--- config.mk ---
export PLATFORM = sky130hd
export DESIGN_NAME = lane_obstacle_engine
export DESIGN_NICKNAME = d
export VERILOG_FILES = /design/src/rtl/game_pkg.sv /design/src/rtl/lane_object.sv /design/src/rtl/lane_obstacle_engine.sv
export SDC_FILE = /design/constraint.sdc
export NUM_CORES = 1
export LEC_CHECK = 0
export CORE_MARGIN = 1
export CORE_UTILIZATION = 50
export CTS_CLUSTER_SIZE = 16
export DETAILED_ROUTE_END_ITERATION = 16
export MAX_ROUTING_LAYER = met4
export PLACE_DENSITY = 0.8
export SKIP_LAST_GASP = 1
export SYNTH_ARGS = -nofsm -noshare
export SYNTH_HDL_FRONTEND = slang
export SYNTH_SLANG_ARGS = --single-unit
export TNS_END_PERCENT = 10
--- constraint.sdc ---
create_clock -name clk -period 3.91 [get_ports clk]
set_input_delay 0.5865 -clock clk [delete_from_list [all_inputs] [get_ports clk]]
set_output_delay 0.5865 -clock clk [all_outputs]
set_load 0.05 [all_outputs]
--- src/rtl/game_pkg.sv ---
// game_pkg: shared FSM encoding, default coordinate width and clamped range test
package game_pkg;
  localparam int DEF_COORD_W = 10;
  typedef enum logic [1:0] {IDLE = 2'd0, PLAY = 2'd1, OVER = 2'd2} state_t;
  // Lower bound below zero behaves as zero.
  function automatic logic in_range(input int v, input int lo, input int hi);
    return v >= (lo < 0 ? 0 : lo) && v <= hi;
  endfunction
endpackage

--- src/rtl/lane_object.sv ---
// lane_object: one obstacle lane - X register, step/wrap, player hit and pixel test
//   i_clr clears X, i_adv advances X by i_step (0 disables the lane entirely);
//   o_wrap/o_hit describe the candidate next position, o_pix is combinational.
module lane_object import game_pkg::*; #(
  parameter int COORD_W       = DEF_COORD_W,
  parameter int SCREEN_W      = 640,
  parameter int PLAYER_X_MIN  = 280,
  parameter int PLAYER_X_MAX  = 320,
  parameter int PLAYER_HALF_H = 10,
  parameter int LANE_H        = 15,
  parameter int OBJ_HALF_W    = 5
) (
  input  logic               clk,
  input  logic               reset,
  input  logic               i_clr,
  input  logic               i_adv,
  input  logic [2:0]         i_step,
  input  logic [COORD_W-1:0] i_top,
  input  logic [COORD_W-1:0] i_player_y,
  input  logic [COORD_W-1:0] i_cx,
  input  logic [COORD_W-1:0] i_cy,
  output logic               o_wrap,
  output logic               o_hit,
  output logic               o_pix
);
  logic [COORD_W-1:0] r_x;
  logic w_en;
  int w_x, w_top, w_py, w_sum, w_nx;
  always_comb begin
    w_en   = i_step != 3'd0;
    w_x    = int'(r_x);
    w_top  = int'(i_top);
    w_py   = int'(i_player_y);
    w_sum  = w_x + int'(i_step);
    o_wrap = w_en && w_sum >= SCREEN_W;
    w_nx   = o_wrap ? w_sum - SCREEN_W : w_sum;
    o_hit  = w_en && w_nx + OBJ_HALF_W >= PLAYER_X_MIN && w_nx - OBJ_HALF_W <= PLAYER_X_MAX &&
             w_py - PLAYER_HALF_H <= w_top + LANE_H - 1 && w_py + PLAYER_HALF_H >= w_top;
    o_pix  = w_en && in_range(int'(i_cx), w_x - OBJ_HALF_W, w_x + OBJ_HALF_W) &&
             in_range(int'(i_cy), w_top, w_top + LANE_H - 1);
  end
  always_ff @(posedge clk or posedge reset)
    if (reset) r_x <= '0;
    else if (i_clr) r_x <= '0;
    else if (i_adv) r_x <= COORD_W'(w_nx);
endmodule

--- src/rtl/lane_obstacle_engine.sv ---
// lane_obstacle_engine: multi-lane obstacle game engine with collision, score and FSM
//   clk/reset/start/tick control the game; player_y, lane_top, lane_step configure it;
//   counter_x/counter_y select the pixel; obj_pix/player_pix are registered pixel bits;
//   state, score and hit_lane report game status.
module lane_obstacle_engine import game_pkg::*; #(
  parameter int NUM_LANES     = 4,
  parameter int COORD_W       = DEF_COORD_W,
  parameter int SCREEN_W      = 640,
  parameter int PLAYER_X_MIN  = 280,
  parameter int PLAYER_X_MAX  = 320,
  parameter int PLAYER_HALF_H = 10,
  parameter int LANE_H        = 15,
  parameter int OBJ_HALF_W    = 5,
  parameter int SCORE_W       = 10
) (
  input  logic                         clk,
  input  logic                         reset,
  input  logic                         start,
  input  logic                         tick,
  input  logic [COORD_W-1:0]           player_y,
  input  logic [NUM_LANES*COORD_W-1:0] lane_top,
  input  logic [NUM_LANES*3-1:0]       lane_step,
  input  logic [COORD_W-1:0]           counter_x,
  input  logic [COORD_W-1:0]           counter_y,
  output logic                         obj_pix,
  output logic                         player_pix,
  output logic [1:0]                   state,
  output logic [SCORE_W-1:0]           score,
  output logic [NUM_LANES-1:0]         hit_lane
);
  localparam int SCORE_MAX = (1 << SCORE_W) - 1;
  state_t r_state;
  logic [NUM_LANES-1:0] w_wrap, w_hit, w_pix;
  logic w_clr, w_adv, w_ply;
  int w_cnt, w_sum;
  assign state = r_state;
  assign w_clr = tick && start && r_state == IDLE;
  // A tick that drops start leaves PLAY without moving anything.
  assign w_adv = tick && start && r_state == PLAY;
  genvar g;
  generate
    for (g = 0; g < NUM_LANES; g++) begin : g_lane
      lane_object #(
        .COORD_W(COORD_W), .SCREEN_W(SCREEN_W), .PLAYER_X_MIN(PLAYER_X_MIN),
        .PLAYER_X_MAX(PLAYER_X_MAX), .PLAYER_HALF_H(PLAYER_HALF_H),
        .LANE_H(LANE_H), .OBJ_HALF_W(OBJ_HALF_W)
      ) u_lane (
        .clk(clk), .reset(reset), .i_clr(w_clr), .i_adv(w_adv),
        .i_step(lane_step[g*3 +: 3]), .i_top(lane_top[g*COORD_W +: COORD_W]),
        .i_player_y(player_y), .i_cx(counter_x), .i_cy(counter_y),
        .o_wrap(w_wrap[g]), .o_hit(w_hit[g]), .o_pix(w_pix[g])
      );
    end
  endgenerate
  always_comb begin
    w_cnt = 0;
    for (int i = 0; i < NUM_LANES; i++) w_cnt += int'(w_wrap[i]);
    w_sum = int'(score) + w_cnt;
    w_ply = in_range(int'(counter_x), PLAYER_X_MIN, PLAYER_X_MAX) &&
            in_range(int'(counter_y), int'(player_y) - PLAYER_HALF_H, int'(player_y) + PLAYER_HALF_H);
  end
  always_ff @(posedge clk or posedge reset)
    if (reset) begin
      r_state    <= IDLE;
      score      <= '0;
      hit_lane   <= '0;
      obj_pix    <= 1'b0;
      player_pix <= 1'b0;
    end else begin
      obj_pix    <= |w_pix;
      player_pix <= w_ply;
      if (tick)
        case (r_state)
          IDLE: if (start) begin
            r_state  <= PLAY;
            score    <= '0;
            hit_lane <= '0;
          end
          PLAY: if (!start) r_state <= IDLE;
          else if (|w_hit) begin
            r_state  <= OVER;
            hit_lane <= w_hit;
          end else score <= SCORE_W'(w_sum > SCORE_MAX ? SCORE_MAX : w_sum);
          OVER: if (!start) r_state <= IDLE;
          default: r_state <= IDLE;
        endcase
    end
endmodule

# [Word level (Yosys, flattened, before mapping)]
# Index checks and enable logic that the tools add are counted.
# W data, S select, Z words.
[classes] n_addsub=38 n_mul=0 n_div=0 n_lt_le_gt_ge=46 n_eq_ne=8 n_shift=0 mux=31 bitwise_logic=0 n_reduce_logical=54
[ops] cell="$le A11 B32 Y1" n=9
[ops] cell="$mux W32" n=9
[ops] cell="$ge A11 B32 Y1" n=5
[ops] cell="$lt A32 B1 Y1 const B" n=5
[ops] cell="$add A32 B4 Y32 const B" n=4
[ops] cell="$ge A32 B10 Y1 const B" n=4
[ops] cell="$ge A32 B11 Y1" n=4
[ops] cell="$ge A32 B11 Y1 const B" n=4
[ops] cell="$le A32 B10 Y1 const B" n=4
[ops] cell="$le A32 B32 Y1" n=4
[ops] cell="$sub A32 B11 Y32 const B" n=4
[ops] cell="$sub A32 B2 Y32 const B" n=4
[ops] cell="$sub A32 B4 Y32 const B" n=4
[ops] cell="$mux W10" n=12
[ops] cell="$add A10 B4 Y11 const B" n=5
[ops] cell="$add A10 B3 Y11" n=4
[ops] cell="$add A10 B3 Y11 const B" n=4
[ops] cell="$sub A10 B3 Y11 const B" n=4
[ops] cell="$logic_and A1 B1 Y1" n=42
[ops] cell="$ge A10 B10 Y1" n=4
[ops] cell="$pmux W10 S2" n=1
[ops] cell="$mux W4" n=3
[ops] cell="$reduce_bool A3 Y1" n=4
[ops] cell="$add A10 B4 Y11" n=1
[ops] cell="20 further kinds" n=29
[word_totals] ff_bits=58 latch_bits=0 ram_bits=0 mem_bits_ro=0 inputBits=86 word_cells=186 mem_count=0

# [Longest topological paths before layout]
# Gate-level depths: netlist of run 1.
[depth] depth_word=14 ltp_mapped=23

# [Hierarchy]
# From an unflattened synthesis of run 1, not the netlist that was laid out.
[unflattened] cells_unflattened=2229 area_unflattened_um2=17598.1
[by_module_without_submodules] mod="lane_object at g_lane[0].u_lane ..." instances=3 cells_per_inst=506 area_per_inst_um2=3961.3 seq_area_each_um2=250.2
[by_module_without_submodules] mod="lane_object at g_lane[3].u_lane" instances=1 cells_per_inst=501 area_per_inst_um2=3921.3 seq_area_each_um2=250.2
[by_module_without_submodules] mod="lane_obstacle_engine" instances=1 cells_per_inst=210 area_per_inst_um2=1793.0 seq_area_each_um2=450.4

# [Worst setup path after synthesis of run 1]
# Ideal clock, no wire load.
[synth_path] path_type="input port to flip-flop" startpoint="input port player_y[5]" endpoint="register score[3]" setup_ps=124 t_arrival_ps=4768 required_time_ps=3786 slack_ps=-982 path_stages=19 n_path_buf=3 cell_sequence="clkbuf_1 > nor4_1 > nand2_1 > or3_1 > clkbuf_1 > inv_1 > ha_1 > and3_1 > nand4_1 > or4_1 > mux2i_1 > a221oi_1 > a311oi_1 > nand4_1 > nand3_2 > nor3_2 > buf_6 > and3_1 > a211o_1"
[synth_via] elab_chain_len=7 word_cells_on_any_way=21 cone_classes="2 x add/sub; 8 x order compare; 1 x eq/ne; 10 x reduce/logical"
[synth_lines] item="start, declared" line="lane_obstacle_engine.sv:20" rtl="input logic [COORD_W-1:0] player_y,"
[synth_lines] item="$sub A10 B4 Y11" line="lane_object.sv:38" rtl="w_py - PLAYER_HALF_H <= w_top + LANE_H - 1 && w_py + PLAYER_HALF_H >= w_top;"
[synth_lines] item="$le A32 B32 Y1" line="lane_object.sv:38"
[synth_lines] item="$logic_and A1 B1 Y1" line="lane_object.sv:37" rtl="o_hit = w_en && w_nx + OBJ_HALF_W >= PLAYER_X_MIN && w_nx - OBJ_HALF_W <= PLAYER_X_MAX &&"
[synth_lines] item="$logic_and A1 B1 Y1" line="lane_object.sv:38"
[synth_lines] item="$reduce_or A4 Y1 (*)" line="lane_obstacle_engine.sv:80" rtl="else if (|w_hit) begin"
[synth_lines] item="$ne A2 B2 Y1 (no line) (*)"
[synth_lines] item="$reduce_and A5 Y1 (no line) (*)"
[synth_lines] item="end signal, assigned" line="lane_obstacle_engine.sv:83" rtl="end else score <= SCORE_W'(w_sum > SCORE_MAX ? SCORE_MAX : w_sum);"
[synth_lines] item="end, declared" line="lane_obstacle_engine.sv:28" rtl="output logic [SCORE_W-1:0] score,"
# Mark *: on every way between the ends. The rest lies on a longest branch, timed or not.
# A chain may end at the register's enable or synchronous reset.

# [Worst setup path in the final report of run 1]
[layout_path] startpoint="input port lane_top[1]" endpoint="register hit_lane[0]"
[layout_via] elab_chain_len=8 word_cells_on_any_way=12 cone_classes="2 x add/sub; 2 x order compare; 1 x eq/ne; 3 x mux; 4 x reduce/logical"
[layout_lines] item="start, declared" line="lane_obstacle_engine.sv:21" rtl="input logic [NUM_LANES*COORD_W-1:0] lane_top,"
[layout_lines] item="$add A10 B4 Y11" line="lane_object.sv:38"
[layout_lines] item="$sub A32 B2 Y32" line="lane_object.sv:38"
[layout_lines] item="$le A32 B32 Y1" line="lane_object.sv:38"
[layout_lines] item="$logic_and A1 B1 Y1" line="lane_object.sv:37"
[layout_lines] item="$logic_and A1 B1 Y1 (*)" line="lane_object.sv:38"
[layout_lines] item="$reduce_or A4 Y1 / $mux W4 (equally long branches)" line="lane_obstacle_engine.sv:80"
[layout_lines] item="$ne A2 B1 Y1 (no line) / $mux W4 (equally long branches)"
[layout_lines] item="$reduce_and A5 Y1 (no line) / $pmux W4 S2 (equally long branches)"
[layout_lines] item="end signal, assigned" line="lane_obstacle_engine.sv:82" rtl="hit_lane <= w_hit;"
[layout_lines] item="end, declared" line="lane_obstacle_engine.sv:29" rtl="output logic [NUM_LANES-1:0] hit_lane"
# Mark *: on every way between the ends. The rest lies on a longest branch, timed or not. The select of a mux whose other input is x is not followed.

==> results of run 1 <==
[area by class of cell]
type                            count  area, um2
Clock buffer                       12        256
Clock inverter                      4       73.8
Fill cell                        2135       7490
Inverter                          129        490
Multi-Input combinational cell   1702      13600
Sequential cell                    58       1450
Tap cell                          384        480
Timing Repair Buffer              622       5010
[how the worst max path moves through the flow]
stage                     cells after the start                     from  slack (ps)     endpoint
after floorplan                              20             lane_step[6]        -410     score[6]
after global placement                       23             lane_top[20]       -1270     score[2]
after detailed placement                     22              lane_top[1]       -1440     score[2]
after CTS                                    21  g_lane[2].u_lane.r_x[0]        -410     score[7]
after global routing                         22             lane_top[30]        -630     score[4]
final                                        26              lane_top[1]        -510  hit_lane[0]
[logic make-up after synthesis]
logic type | synth area share (%)
DFF | 9.84
AOI/OAI and AO/OA | 25.3
adders and majority gates | 29.9
muxes | 0.704
xor gates and xnor gates | 8.49
other | 0.0254
buffers and inverters | 5.07
and+or+nand+nor | 20.7
[layer usage]
metal  wire length [um]  vias to the layer above  share of wire [%]
met3               4130                      201                7.5
met2              25800                      826                 47
met4               2320                        0                4.2
met1              23000                     8380                 42
met5                  0                        -                  0
li1                   -                     8285                  -
[synth_stat cells, types with 19 or more instances]
master / number / area [um2]
xor2_1: 39 / 342
a21oi_1: 116 / 581
nand2_1: 179 / 672
a21o_1: 80 / 601
nor4_1: 21 / 131
nand4_1: 46 / 288
o21a_1: 40 / 300
dfrtp_1: 58 / 1450
nor2_1: 92 / 345
clkbuf_1: 38 / 143
nor2b_1: 25 / 156
a31oi_1: 26 / 163
nand2b_1: 38 / 238
ha_1: 341 / 4270
inv_1: 127 / 477
nand3_1: 48 / 240
xnor2_1: 102 / 893
o31ai_1: 21 / 158
o21ai_0: 128 / 641
o211ai_1: 19 / 143
nor3_1: 65 / 325
[timing repair]
item	CTS	global route
pin swaps	103	61
setup buffers	56	11
resized for setup	205	61
setup endpoints to repair	18	18
gates cloned	1	0
hold endpoints to repair	0	0
[sequential cells by signal (all words and copies together) (netlist names)]
| name | count |
|---|---|
| state | 2 |
| hit_lane | 4 |
| g_lane.u_lane.r_x | 40 |
| player_pix | 1 |
| score | 10 |
| obj_pix | 1 |
[stage by stage]
stage               setup TNS, ps  cell area, um2  std cells  setup slack, ps  hold slack, ps
floorplan                   -4580           15000       1950             -411             534
global placement           -19390           19700       2830            -1270             519
detailed placement         -21990           19700       2830            -1440             515
CTS                         -5920           21000       2900             -412             543
global route                -9710           21400       2911             -633             566
finish                      -6790           21400       2911             -510             543
[critical path: cells and delay by family]
kind	cells	cell delay, ps
buf+inv	11	1470
simple gates	6	1050
xor+xnor	1	150
fa+ha+maj	2	480
mux	1	170
compound gates	5	760
[power by group]
group	switching (uW)	internal, uW	total, uW	leakage [uW]
Clock	321	594	915	0.000163
Combinational	1950	1710	3660	0.00937
Sequential	70.4	662	732	0.000786
Total	2340	2970	5310	0.0103
==> impl_metrics.env, run 1 <==
export IMPL_end_kind="flop"
export IMPL_rr_endpoint="score[3]"
export IMPL_grt_pass1_vias=17700
export IMPL_cts_buffers_inserted=9
export IMPL_p_leak_uw=0.0103
export IMPL_fin_worst_skew_ps=10.7
export IMPL_final_cell_mix="buf_4 (502), ha_1 (320), nand2_1 (174), a21oi_1 (114), o21ai_0 (113)"
export IMPL_wl_per_cell_um=19.0
export IMPL_routed_wl_um=55300
export IMPL_ys_warn_count=0
export IMPL_met3_usage_pct=4.65
export IMPL_fin_crit_ps=4420
export IMPL_cts_sinks=58
export IMPL_layout_commonest_cell="buf_4"
export IMPL_timing_final_max_slew_violations=0
export IMPL_ys_ff_latch=58
export IMPL_hold_start="hit_lane[3]"
export IMPL_area_growth_pct=44.9
export IMPL_hold_depth=1
export IMPL_rr_worst_depth=21
export IMPL_route_vias_total=17700
export IMPL_hpwl_um=41900
export IMPL_fin_crit_sh_pct=113
export IMPL_hold_path_end="hit_lane[3]"
export IMPL_gr_usage_met1_pct=45.0
export IMPL_dieArea_um2=30200
export IMPL_final_nets=2956
export IMPL_dr_pass1_iters=5
export IMPL_clk_latency_ps=340
export IMPL_timing_final_ws_setup_ps=-510
export IMPL_tightest_slew_ps=1230
export IMPL_drc=0
export IMPL_ys_flop_type="dfrtp_1"
export IMPL_clk_pin_slew_ps=60
export IMPL_ioPinCount=104
export IMPL_cp_start_kind="primary input"
export IMPL_antenna_found_initial=0
export IMPL_slew_headroom_pct=17.9
export IMPL_antennaDiodeCount=0
export IMPL_cts_tree="yes"
export IMPL_ant_nets=0
export IMPL_required_ps=4170
export IMPL_critPathMaxFanout=4
export IMPL_syn_area_um2=14700
export IMPL_cpPeakStageDelay_ps=550
export IMPL_synth_area_per_cell_um2=7.70
export IMPL_routabilityCongestion=0.973
export IMPL_clockBufferDepth=2
export IMPL_cp_slowest_cell="or4_1"
export IMPL_track_usage_pct=36.3
export IMPL_rows=62
export IMPL_grt_overflow=0
export IMPL_cpMostUsedCell="buf_4"
export IMPL_clk_root_buffer_cell="clkbuf_16"
export IMPL_drt_initial_drc_count=1461
export IMPL_final_util_pct=74.1
export IMPL_status="finished with violations"
export IMPL_synth_enable_flop_cells=0
export IMPL_grt_busiest_layer="met2"
export IMPL_rsz0062_at_grt="true"
export IMPL_htreeDepth=3
export IMPL_ir_worst_vdd_mv=0.265
export IMPL_core_um2=28900
export IMPL_gr_usage_met2_pct=59.8
export IMPL_viasPerCell=6.08
export IMPL_die_y_um=174
export IMPL_die_w_um=174
export IMPL_synthDistinctLibCells=95
export IMPL_ys_seq_area_share_pct=9.84
export IMPL_hold_path_class="reg -> reg"
export IMPL_power_density_nw_per_um2=249
export IMPL_worstSetupPathType="in -> reg"
export IMPL_hold_viol_final=0
export IMPL_drive_gt1_share_pct=28.7
export IMPL_finalPower_uw=5310
export IMPL_initial_utilization_pct=51.1
export IMPL_synthArstFlopShare_pct=100
export IMPL_finalSetupViolCount=17
export IMPL_violations="negative setup slack"
export IMPL_ctsHoldBuffers=0
export IMPL_fmax_mhz=226
export IMPL_grt_max_degree=43
export IMPL_syn_inst=1915
export IMPL_crit_arrival_ps=4680
export IMPL_numPortBuffers=103
export IMPL_grt_pass1_wl_um=87200
export IMPL_reg2reg_slack_ps=-430
export IMPL_regToRegStartpoint="g_lane[2].u_lane.r_x[0]"
export IMPL_max_cap_violations=0
Power figures use the tool's default switching activity.
==> run 2, diff against run 1 <==
--- a/config.mk
+++ b/config.mk
@@ -5,12 +5,13 @@
 export SDC_FILE = /design/constraint.sdc
 export NUM_CORES = 1
 export LEC_CHECK = 0
+export CAP_MARGIN = 20
 export CORE_MARGIN = 1
 export CORE_UTILIZATION = 50
 export CTS_CLUSTER_SIZE = 16
 export DETAILED_ROUTE_END_ITERATION = 16
 export MAX_ROUTING_LAYER = met4
-export PLACE_DENSITY = 0.8
+export PLACE_DENSITY = 0.78
 export SKIP_LAST_GASP = 1
 export SYNTH_ARGS = -nofsm -noshare
 export SYNTH_HDL_FRONTEND = slang
==> constraint.sdc (replaced) <==
create_clock -name clk -period 4.8 [get_ports clk]
set_input_delay 0.72 -clock clk [delete_from_list [all_inputs] [get_ports clk]]
set_output_delay 0.72 -clock clk [all_outputs]
set_load 0.05 [all_outputs]
==> run 2 against run 1 <==
Clock skew down 2.8 ps. Via count shrank 7.1%. Count of clock-buffer cells in the layout fell by 3. Global-route usage shrank 3.5 points. Die area did not move. Register-to-register slack improved by 470 ps. Non-clock buffer count down 216. Worst hold slack better by 15 ps. First-iteration DRC count is 2.6% lower. The run now ends clean.
==> impl_metrics.env, run 2 (same netlist as run 1, synthesis figures left out) <==
export IMPL_status="finished clean"
export IMPL_slew_headroom_pct=23.9
export IMPL_multi_input_area_um2=13100
export IMPL_cpPeakStageDelay_ps=540
export IMPL_crit_buf_inv=6
export IMPL_clk_latency_ps=350
export IMPL_hold_path_class="reg -> reg"
export IMPL_clk_root_buffer_cell="clkbuf_16"
export IMPL_power_frac_comb_pct=64.6
export IMPL_largest_reg_flops=40
export IMPL_fin_worst_skew_ps=7.92
export IMPL_ctsHoldBuffers=0
export IMPL_cp_top_family="adder cells"
export IMPL_die_y_um=174
export IMPL_max_cap_violations=0
export IMPL_routabilityCongestion=0.962
export IMPL_hold_viol_final=0
export IMPL_drt_initial_drc_count=1423
export IMPL_clk_pin_slew_ps=60
export IMPL_initial_utilization_pct=51.1
export IMPL_power_density_nw_per_um2=200
export IMPL_crit_arrival_ps=5050
export IMPL_track_usage_pct=32.8
export IMPL_place_ws_ps=-695
export IMPL_grt_max_degree=44
export IMPL_core_um2=28900
export IMPL_intPower_uw=2070
export IMPL_die_w_um=174
export IMPL_viasPerCell=6.10
export IMPL_finalPower_uw=3840
export IMPL_worstSetupPathType="reg -> reg"
export IMPL_route_vias_total=16400
export IMPL_largestRegisters="g_lane.u_lane.r_x x40, score x10, hit_lane x4"
export IMPL_cts_tree="yes"
export IMPL_fin_crit_ps=4760
export IMPL_ant_nets=0
export IMPL_wl_per_cell_um=18.4
export IMPL_cp_start_kind="flop"
export IMPL_fmax_mhz=210
export IMPL_routed_wl_um=49500
export IMPL_clockBufferDepth=2
export IMPL_drive_gt1_share_pct=18.7
export IMPL_dieArea_um2=30200
export IMPL_layout_commonest_cell="ha_1"
export IMPL_final_nets=2740
export IMPL_pwr_share_seq_pct=17.4
export IMPL_drc=0
export IMPL_switching_share_pct=46.1
export IMPL_htreeDepth=3
export IMPL_antennaDiodeCount=0
export IMPL_rsz0062_at_grt="true"
export IMPL_grt_pass1_wl_um=79100
export IMPL_cts_sinks=58
export IMPL_timing_final_max_slew_violations=0
export IMPL_critPathMaxFanout=7
export IMPL_grt_pass1_vias=16100
export IMPL_dr_pass1_iters=10
export IMPL_switchingPower_uw=1770
export IMPL_end_kind="flop"
export IMPL_fin_crit_sh_pct=99.2
export IMPL_final_cell_mix="ha_1 (331), buf_4 (299), nand2_1 (174), o21ai_0 (118), inv_1 (116)"
export IMPL_ioPinCount=104
export IMPL_finalSetupViolCount=0
export IMPL_required_ps=5090
export IMPL_num_fill_cells=2366
export IMPL_cp_slowest_cell="or4_4"
export IMPL_ff_latch_area_um2=1450
export IMPL_p_leak_uw=0.00922
export IMPL_numPortBuffers=103
export IMPL_antenna_found_initial=0
export IMPL_p_clk_share_pct=18.0
export IMPL_rows=62
export IMPL_worstPathCellList="ha_2 -> inv_2 -> fa_2 -> nor2b_4 -> buf_4 -> or4_4 -> a21oi_4 -> o31a_1 -> nor2_4 -> fa_1 -> inv_2 -> fa_2 -> inv_2 -> fa_2 -> nand3_4 -> nor2_4 -> and2_4 -> nand4_1 -> buf_4 -> buf_4 -> nand2b_1 -> a22o_1"
export IMPL_cts_buffers_inserted=9
export IMPL_ir_worst_vdd_mv=0.192
export IMPL_tightest_slew_ps=1140
export IMPL_grt_overflow=0
export IMPL_area_growth_pct=30.3
export IMPL_regMostFlops="g_lane.u_lane.r_x"
export IMPL_hpwl_um=38200
export IMPL_timing_final_ws_setup_ps=39.1
run 2: area by class of cell:
type                    count  area share, %
flip-flops and latches     58           7.55
clock inverters             7          0.404
clock buffers               9           1.17
repair buffers            406           17.4
well taps                 384           2.50
inverters                 129           2.54
multi-input cells        1702           68.4
run 2: worst register-to-register path: cells and delay by family, from the launching register on:
| kind | cells | cell delay (ps) |
|---|---|---|
| AOI/OAI and AO/OA | 3 | 530 |
| adders and majority gates | 5 | 1570 |
| buffers and inverters | 6 | 670 |
| DFF | 1 | 460 |
| and+or+nand+nor | 8 | 1460 |
run 2: path summary, 6_finish.rpt:
check / start / to / slack, ps / cells after the start
min in group asynchronous: reset / g_lane[3].u_lane.r_x[3] / 810 / 2
worst max register to register: g_lane[2].u_lane.r_x[0] / score[1] / 40 / 22
max in group asynchronous: reset / g_lane[0].u_lane.r_x[1] / 3070 / 3
worst max-delay path: g_lane[2].u_lane.r_x[0] / score[1] / 40 / 22
worst min-delay path: hit_lane[2] / hit_lane[2] / 560 / 2
worst min register to register: hit_lane[2] / hit_lane[2] / 560 / 2
run 2: layer usage:
metal  vias up  wire, um  part of all wire, %  track usage (%)
li1       7866         -                    -                -
met1      7784     21800                   44             42.3
met2       653     23000                   46             53.6
met3       132      3340                  6.8             3.53
met4         0      1410                  2.8             10.4
met5         -         0                    0                -
run 2: power by group through the flow:
stage | registers [uW] | clock network [uW] | logic, uW
CTS | 661 | 689 | 2400
global route | 679 | 712 | 2770
floorplan | 591 | 0 | 1640
finish | 669 | 691 | 2480
detailed placement | 670 | 0 | 2360
global placement | 669 | 0 | 2260
run 2: timing repair:
action                                  in CTS  in global routing
resized for setup                           41                 84
cloned                                       2                  0
pin swaps                                   22                 48
endpoints found under the setup margin      15                 16
setup buffers                               10                 17
run 2: per-stage QoR:
stage	util, %	cell area [um2]	hold WS [ps]	setup TNS (ps)	instances
5_1_grt	66.6	19200	569	-856	2695
3_3_place_gp	63.3	18300	522	-6350	2651
4_1_cts	65.0	18800	546	-41.2	2679
2_1_floorplan	-	14900	534	0	1950
6_report	66.6	19200	558	0	2695
3_5_place_dp	63.3	18300	521	-9860	2651
